`src/rtl/coherence_bus_arbiter.sv`:
```
// Snooping coherence bus controller for NUM_CORES cores.
// Round-robin miss arbitration, snoop broadcast, copy-back or memory fill.
module coherence_bus_arbiter #(
  parameter int NUM_CORES = 4,
  parameter int ADDR_W    = 5,
  parameter int DATA_W    = 32
) (
  input  logic                        clk,
  input  logic                        reset,
  input  logic [NUM_CORES-1:0]        req_valid,
  input  logic [NUM_CORES-1:0]        req_write,
  input  logic [NUM_CORES*ADDR_W-1:0] req_addr,
  output logic [NUM_CORES-1:0]        grant,
  output logic [NUM_CORES-1:0]        stall,
  output logic                        snoop_valid,
  output logic [ADDR_W-1:0]           snoop_addr,
  output logic                        snoop_write,
  input  logic [NUM_CORES-1:0]        snoop_hit,
  input  logic [NUM_CORES-1:0]        snoop_dirty,
  input  logic [NUM_CORES*DATA_W-1:0] wb_data,
  output logic                        mem_rd,
  output logic                        mem_wr,
  output logic [ADDR_W-1:0]           mem_addr,
  output logic [DATA_W-1:0]           mem_wdata,
  input  logic [DATA_W-1:0]           mem_rdata,
  input  logic                        mem_ack,
  output logic [NUM_CORES-1:0]        resp_valid,
  output logic [DATA_W-1:0]           resp_data,
  output logic                        resp_shared,
  output logic                        err_multi_dirty,
  output logic [15:0]                 c2c_count
);

  localparam int IW = (NUM_CORES > 1) ? $clog2(NUM_CORES) : 1;

  localparam logic [2:0] S_IDLE     = 3'd0;
  localparam logic [2:0] S_SNOOP    = 3'd1;
  localparam logic [2:0] S_COPYBACK = 3'd2;
  localparam logic [2:0] S_MEM_RD   = 3'd3;
  localparam logic [2:0] S_RESP     = 3'd4;

  logic [2:0]           state;
  logic [IW-1:0]        ptr;
  logic [IW-1:0]        idx;
  logic [ADDR_W-1:0]    addr_q;
  logic                 wr_q;
  logic                 shared_q;
  logic [DATA_W-1:0]    data_q;
  logic                 err_q;
  logic [15:0]          c2c_q;

  logic                 pick_any;
  logic [IW-1:0]        pick_idx;
  logic [NUM_CORES-1:0] req_bit;
  logic [NUM_CORES-1:0] oth_hit;
  logic [NUM_CORES-1:0] oth_dirty;
  logic [IW-1:0]        dsel;
  logic                 multi_dirty;
  logic [DATA_W-1:0]    wb_sel;

  assign req_bit   = NUM_CORES'(1) << idx;
  assign oth_hit   = snoop_hit & ~req_bit;
  assign oth_dirty = snoop_dirty & ~req_bit;
  assign multi_dirty =
    |(oth_dirty & (oth_dirty - NUM_CORES'(1)));
  assign wb_sel = wb_data[dsel*DATA_W +: DATA_W];

  // Round-robin pick: first requester at or after ptr, wrapping.
  always_comb begin : arb
    int j;
    pick_any = 1'b0;
    pick_idx = '0;
    j = 0;
    for (int k = NUM_CORES - 1; k >= 0; k--) begin
      j = int'(ptr) + k;
      if (j >= NUM_CORES) j -= NUM_CORES;
      if (req_valid[j]) begin
        pick_any = 1'b1;
        pick_idx = IW'(j);
      end
    end
  end

  // Lowest-index dirty snooper supplies the copy-back line.
  always_comb begin
    dsel = '0;
    for (int i = NUM_CORES - 1; i >= 0; i--) begin
      if (oth_dirty[i]) dsel = IW'(i);
    end
  end

  // Transaction sequencing and latched request context.
  always_ff @(posedge clk) begin
    if (reset) begin
      state    <= S_IDLE;
      ptr      <= '0;
      idx      <= '0;
      addr_q   <= '0;
      wr_q     <= 1'b0;
      shared_q <= 1'b0;
      data_q   <= '0;
      err_q    <= 1'b0;
      c2c_q    <= '0;
    end else begin
      unique case (state)
        S_IDLE: begin
          if (pick_any) begin
            idx    <= pick_idx;
            addr_q <= req_addr[pick_idx*ADDR_W +: ADDR_W];
            wr_q   <= req_write[pick_idx];
            state  <= S_SNOOP;
          end
        end
        S_SNOOP: begin
          shared_q <= (|oth_hit) & ~wr_q;
          if (multi_dirty) err_q <= 1'b1;
          if (|oth_dirty) begin
            data_q <= wb_sel;
            state  <= S_COPYBACK;
          end else begin
            state  <= S_MEM_RD;
          end
        end
        S_COPYBACK: begin
          if (mem_ack) begin
            if (c2c_q != 16'hFFFF) c2c_q <= c2c_q + 16'd1;
            state <= S_RESP;
          end
        end
        S_MEM_RD: begin
          if (mem_ack) begin
            data_q <= mem_rdata;
            state  <= S_RESP;
          end
        end
        S_RESP: begin
          ptr   <= (idx == IW'(NUM_CORES - 1)) ? '0 : idx + IW'(1);
          state <= S_IDLE;
        end
        default: state <= S_IDLE;
      endcase
    end
  end

  assign grant       = (state != S_IDLE) ? req_bit : '0;
  assign snoop_valid = (state == S_SNOOP);
  assign snoop_addr  = snoop_valid ? addr_q : '0;
  assign snoop_write = snoop_valid & wr_q;
  assign mem_wr      = (state == S_COPYBACK);
  assign mem_rd      = (state == S_MEM_RD);
  assign mem_addr    = (mem_wr | mem_rd) ? addr_q : '0;
  assign mem_wdata   = mem_wr ? data_q : '0;
  assign resp_valid  = (state == S_RESP) ? req_bit : '0;
  assign resp_data   = (state == S_RESP) ? data_q : '0;
  assign resp_shared = (state == S_RESP) & shared_q;
  assign stall       = req_valid & ~resp_valid;
  assign err_multi_dirty = err_q;
  assign c2c_count   = c2c_q;

endmodule

```
`config.mk`:
```
export PLATFORM = sky130hd
export DESIGN_NAME = coherence_bus_arbiter
export DESIGN_NICKNAME = d
export VERILOG_FILES = /design/src/rtl/coherence_bus_arbiter.sv
export SDC_FILE = /design/constraint.sdc
export NUM_CORES = 1
export LEC_CHECK = 0
export BUFFER_PORTS_ARGS = -buffer_cell sky130_fd_sc_hd__buf_2
export CAP_MARGIN = 20
export CORE_AREA = 2 2 118 120
export DETAILED_ROUTE_END_ITERATION = 6
export DIE_AREA = 0 0 120 122
export HOLD_SLACK_MARGIN = 0.08
export PLACE_DENSITY = 0.74
export RECOVER_POWER = 100
export SYNTH_ARGS = -nofsm -noshare
export SYNTH_HDL_FRONTEND = slang
export SYNTH_SLANG_ARGS = --single-unit
export TNS_END_PERCENT = 50
```
`constraint.sdc`:
```
create_clock -name clk -period 5 [get_ports clk]
set_input_delay 0.25 -clock clk [delete_from_list [all_inputs] [get_ports clk]]
set_output_delay 0.25 -clock clk [all_outputs]
set_load 0.005 [all_outputs]
```
Yosys cells after proc, flatten, opt, wreduce, memory -nomap -nowiden --
Index checks and enable logic that the tools add are counted.
Cells by class: add/subtract/negate cells 10, multiply operators 1, magnitude comparators 9, equal/unequal tests 10, shift-type cells 3, mux-type cells 44, bitwise logic cells 11, reductions and logical operators 12
Operators by type and width (number):
- 32-bit two-way mux | 8
- 32-bit by 4-bit less-than comparator with 1-bit output (second input constant) | 4
- 128-bit by 8-bit indexed part select with 32-bit output | 1
- 32-bit one-hot mux with 2 select lines | 1
- 20-bit by 6-bit indexed part select with 5-bit output | 1
- 2-bit two-way mux | 9
- 16-bit by 1-bit adder with 16-bit output (second input constant) | 1
- 4-bit AND | 4
- 16-bit inequality test (second input constant) | 1
- 1-bit two-way mux | 14
- 4-bit OR reduction | 3
- 3-bit by 3-bit subtractor with 4-bit output (second input constant) | 3
- 1-bit binary-select mux with 2-bit select | 5
- 5-bit two-way mux | 2
- 3-bit greater-or-equal comparator (second input constant) | 3
- 3-bit one-hot mux with 3 select lines | 1
- 4-bit two-way mux | 2
- 4-bit NOT | 2
- 2-bit by 2-bit adder with 3-bit output (second input constant) | 2
- 3-bit by 2-bit == test with 1-bit output (second input constant) | 2
- 3-bit two-way mux | 2
- 2-bit by 1-bit inequality test with 1-bit output (second input constant) | 3
- 2-bit AND reduction | 3
- 3-bit AND reduction | 2
- other kinds (19) | 21
Word-level totals: bits in registers 63, output and inout port bits 108, word-level logic and storage cells 109

Logic depth before layout (Yosys ltp) --
depth after elaboration 12, depth in mapped cells 9, depth with buffers taken out 7

Worst setup path after synthesis --
OpenSTA, ideal clock, no wires.
path type register to register, start register idx[0], end register data_q[10], setup time 142 ps, arrival 1844 ps, required time 4858 ps, setup slack 3014 ps, cell stages (with the launch flop) 10, buffers on the path 2, clock period less this slack 1986 ps, cells stage by stage dfxtp_1 inv_1 ha_1 nor2b_2 or3b_1 buf_2 buf_4 o221a_1 o221ai_1 a311oi_1
Between the ends: longest elaborated chain between the ends 10
RTL lines:
- start, declared | line 44 | logic [IW-1:0] idx;
- start signal, assigned | line 108 | idx <= pick_idx;
- 1-bit by 2-bit << shifter with 4-bit output (*) | line 61 | assign req_bit = NUM_CORES'(1) << idx;
- 4-bit NOT (*) | line 63 | assign oth_dirty = snoop_dirty & ~req_bit;
- 4-bit AND (*) | line 63
- 2-bit two-way mux (4 in a row) | line 88 | if (oth_dirty[i]) dsel = IW'(i);
- 128-bit by 8-bit indexed part select with 32-bit output | line 66 | assign wb_sel = wb_data[dsel*DATA_W +: DATA_W];
- 32-bit two-way mux | line 117 | if (|oth_dirty) begin
- 32-bit one-hot mux with 2 select lines | line 105 | unique case (state)
- end signal, assigned | line 118 | data_q <= wb_sel;
- end signal, assigned | line 132 | data_q <= mem_rdata;
- end, declared | line 48 | logic [DATA_W-1:0] data_q;
Every way passes the cells marked *; elsewhere a longest branch is shown, timed or not. The select of a mux whose other input is x is not followed. A chain may end at the register's enable or synchronous reset.

Worst setup path after layout --
start register state[2], end output mem_wdata[8]
Between the ends: longest elaborated chain between the ends 2
RTL lines:
- start, declared | line 42 | logic [2:0] state;
- start signal, assigned | line 95 | state <= S_IDLE;
- start signal, assigned | line 111 | state <= S_SNOOP;
- start signal, assigned | line 119 | state <= S_COPYBACK;
- 3-bit by 2-bit == test with 1-bit output | line 149 | assign mem_wr = (state == S_COPYBACK);
- 32-bit two-way mux | line 152 | assign mem_wdata = mem_wr ? data_q : '0;
- end, declared | line 24 | output logic [DATA_W-1:0] mem_wdata,
Every way passes these cells.

==> impl_metrics.json <==
{
  "status": "finished clean",
  "rows": 43,
  "synth_compound_area_frac": 0.2686,
  "fin_crit_ps": 3415,
  "track_usage": 0.2311,
  "cts_num_sinks": 63,
  "synth.distinct_cells": 54,
  "clockPowerShare": 0.369,
  "cts_made_buffers": 9,
  "synth_edf_count": 0,
  "ys_async_sr_fraction": 0,
  "tightest_slew_ps": 1406,
  "die_x_um": 120,
  "worst_hold_slack_ps": 168.2,
  "yosysSeqAreaShare": 0.2874,
  "port_buffers": 306,
  "syn_area_um2": 4388,
  "layout_common_cells": "251 x buf_2, 63 x nor2_1, 63 x dfxtp_1",
  "dp_hpwl_um": 13110,
  "start_util": 0.3249,
  "finalNonFillerCells": 1001,
  "synthSimpleGateAreaFrac": 0.3042,
  "grt_pass1_wl_um": 26280,
  "place.gp.congestion": 0.9024,
  "postRouteAntennaNets": 0,
  "reg2reg_depth": 6,
  "root_buffer": "clkbuf_16",
  "die-height_um": 122,
  "synth_nets": 744,
  "holdPathStages": 3,
  "endpoint_kind": "output pin",
  "cap_violations": 0,
  "setup_violations": 0,
  "power_density_nw_per_um2": 297.2,
  "holdBufCountCts": 0,
  "grt_setup_unrepaired": "no",
  "wl_per_cell_um": 17.67,
  "die_area_um2": 14640,
  "synthCells": 540,
  "final_layout_size_suffix_gt1_frac": 0.3524,
  "grt_pass1_vias": 5018,
  "placed_cells": 984,
  "area_growth_pct": 42.37,
  "grt-ovfl-total": 0,
  "slew_viol_final": 0,
  "p_int_mw": 1.240,
  "period_share": 0.6830,
  "combPwrFrac": 0.293,
  "finalNetCount": 1019,
  "seq_power_share": 0.338,
  "cp_max_fo": 33,
  "hold_viol": 0,
  "synth-seq-cells": 63,
  "clk_pin_slew_ps": 60,
  "h-tree-depth": 3,
  "crit_start": "state[2]",
  "final_common_cell": "buf_2",
  "avgSynthCellArea_um2": 8.126,
  "p_leak_nw": 2.837,
  "antenna_found_initial": 1,
  "worstSetupPathType": "reg2out",
  "fin_tns_setup_ps": 0,
  "skew_ps": 6.337,
  "drt_iter0_markers": 293,
  "cts_tree": "done",
  "drc": 0,
  "core_area_um2": 13500,
  "pin_count": 307,
  "peakVddDrop_uv": 190.3,
  "synthMuxAreaShare": 0.04106,
  "synthAdderAreaFrac": 0.01426,
  "max_freq_mhz": 292.8,
  "hold_path_end": "data_q[30]",
  "r2r_start": "state[2]",
  "worstPathRequired_ps": 4750,
  "r2r-end": "data_q[8]",
  "insertion_delay_ps": 340,
  "cts-resized-gates": 0,
  "synthFlopType": "dfxtp_1",
  "slew_headroom": 0.06241,
  "hold_class": "in2reg",
  "worstPathArrival_ps": 3160,
  "worstHoldStart": "mem_rdata[30]",
  "cts_setup_buffers": 0,
  "netSwitchingFraction": 0.3321,
  "cp-start-kind": "flop",
  "r2r_slack_ps": 1860,
  "via_count": 5360,
  "final_util": 0.4626,
  "grt_max_degree": 64,
  "drtPass1Iterations": 4,
  "drt-total-wl_um": 17690,
  "synth_top_family_by_area": "simple AND/OR/NAND/NOR gates",
  "p_sw_mw": 0.6166,
  "routed_via_density": 5.355,
  "synth-xor-area-share": 0.02196,
  "clock_path_buffers": 2,
  "yosysWarnings": 0
}
power by group through the flow:
stage	clock, mW	sequential, mW	combinational [mW]
floorplan	0	0.603	0.351
global placement	0	0.636	0.534
detailed placement	0	0.638	0.549
CTS	0.701	0.628	0.551
global route	0.720	0.636	0.599
finish	0.686	0.628	0.543
worst max-delay path by stage:
stage	slack [ps]	endpoint	cells past startpoint
finish	1590	mem_wdata[8]	5
detailed placement	2120	data_q[4]	8
global route	1390	mem_wdata[8]	5
CTS	2040	data_q[8]	8
floorplan	3010	data_q[10]	9
global placement	2240	data_q[4]	7
synth_stat cells (2+ instances only):
cell       n  share of area
a31oi_1    2         0.0029
nor2b_2    2         0.0040
mux2i_1   18          0.041
a221oi_1   2         0.0040
nand3b_1   7          0.012
nand2b_1   4         0.0057
clkbuf_1  28          0.024
inv_2      2         0.0017
a311oi_1  32          0.064
and2_1    45          0.064
o21ai_1    3         0.0034
nor4_1     2         0.0029
nand4_1    5         0.0071
buf_1      3         0.0026
o21ai_0    2         0.0023
o221ai_1  38          0.076
and3_1    40          0.057
nand3_1    8         0.0091
xnor2_1    6          0.012
nor3_1     6         0.0068
xor2_1     5          0.010
nor2_1    63          0.054
buf_4      5         0.0086
buf_2     15          0.017
nand2_1   44          0.038
ha_1       5          0.014
o221a_1   32          0.082
dfxtp_1   63           0.29
inv_1     10         0.0086
a21oi_1   13          0.015
nor2b_1    7          0.010
flip-flops by register name (all words and copies together) (netlist names):
register and flops:
addr_q 5, idx 2, state 3, c2c_count 16, data_q 32, err_multi_dirty 1, ptr 2, shared_q 1
wr_q 1
logic make-up after synthesis:
logic type / Yosys count
xor gates and xnor gates: 11
DFF: 63
muxes: 18
and+or+nand+nor: 247
buffers and inverters: 63
adders and majority gates: 5
AOI/OAI and AO/OA: 133
metrics by stage:
stage          cell area [um^2]  setup slack, ps  power, mW
4_1_cts                    6351             2038      1.880
2_1_floorplan              4388             3014     0.9547
5_1_grt                    6245             1388      1.955
3_3_place_gp               6002             2244      1.170
6_report                   6247             1585      1.857
3_5_place_dp               6030             2117      1.187
layer usage:
metal | share of wire | global-route usage | up-vias
met5 | 0 | 0 | -
met4 | 0.020 | 0.08162 | 0
met3 | 0.078 | 0.06320 | 24
li1 | - | - | 2598
met2 | 0.49 | 0.3952 | 231
met1 | 0.42 | 0.2785 | 2507
final cells by class:
type	count	area, um^2
inverters	12	45.04
clock buffers	9	225.2
well taps	180	225.2
fillers	1428	7257
diodes	1	2.502
flip-flops and latches	63	1261
repair buffers	315	1548
multi-input cells	414	2844
clock inverters	7	96.34
critical path, stage by stage, from the launching register on:
cell and delay [ps]:
dfxtp_1 720, clkbuf_1 880, nor3_2 50, clkbuf_1 610, and2_0 410, buf_2 140
Note: power is estimated with default switching activity, not from simulation.
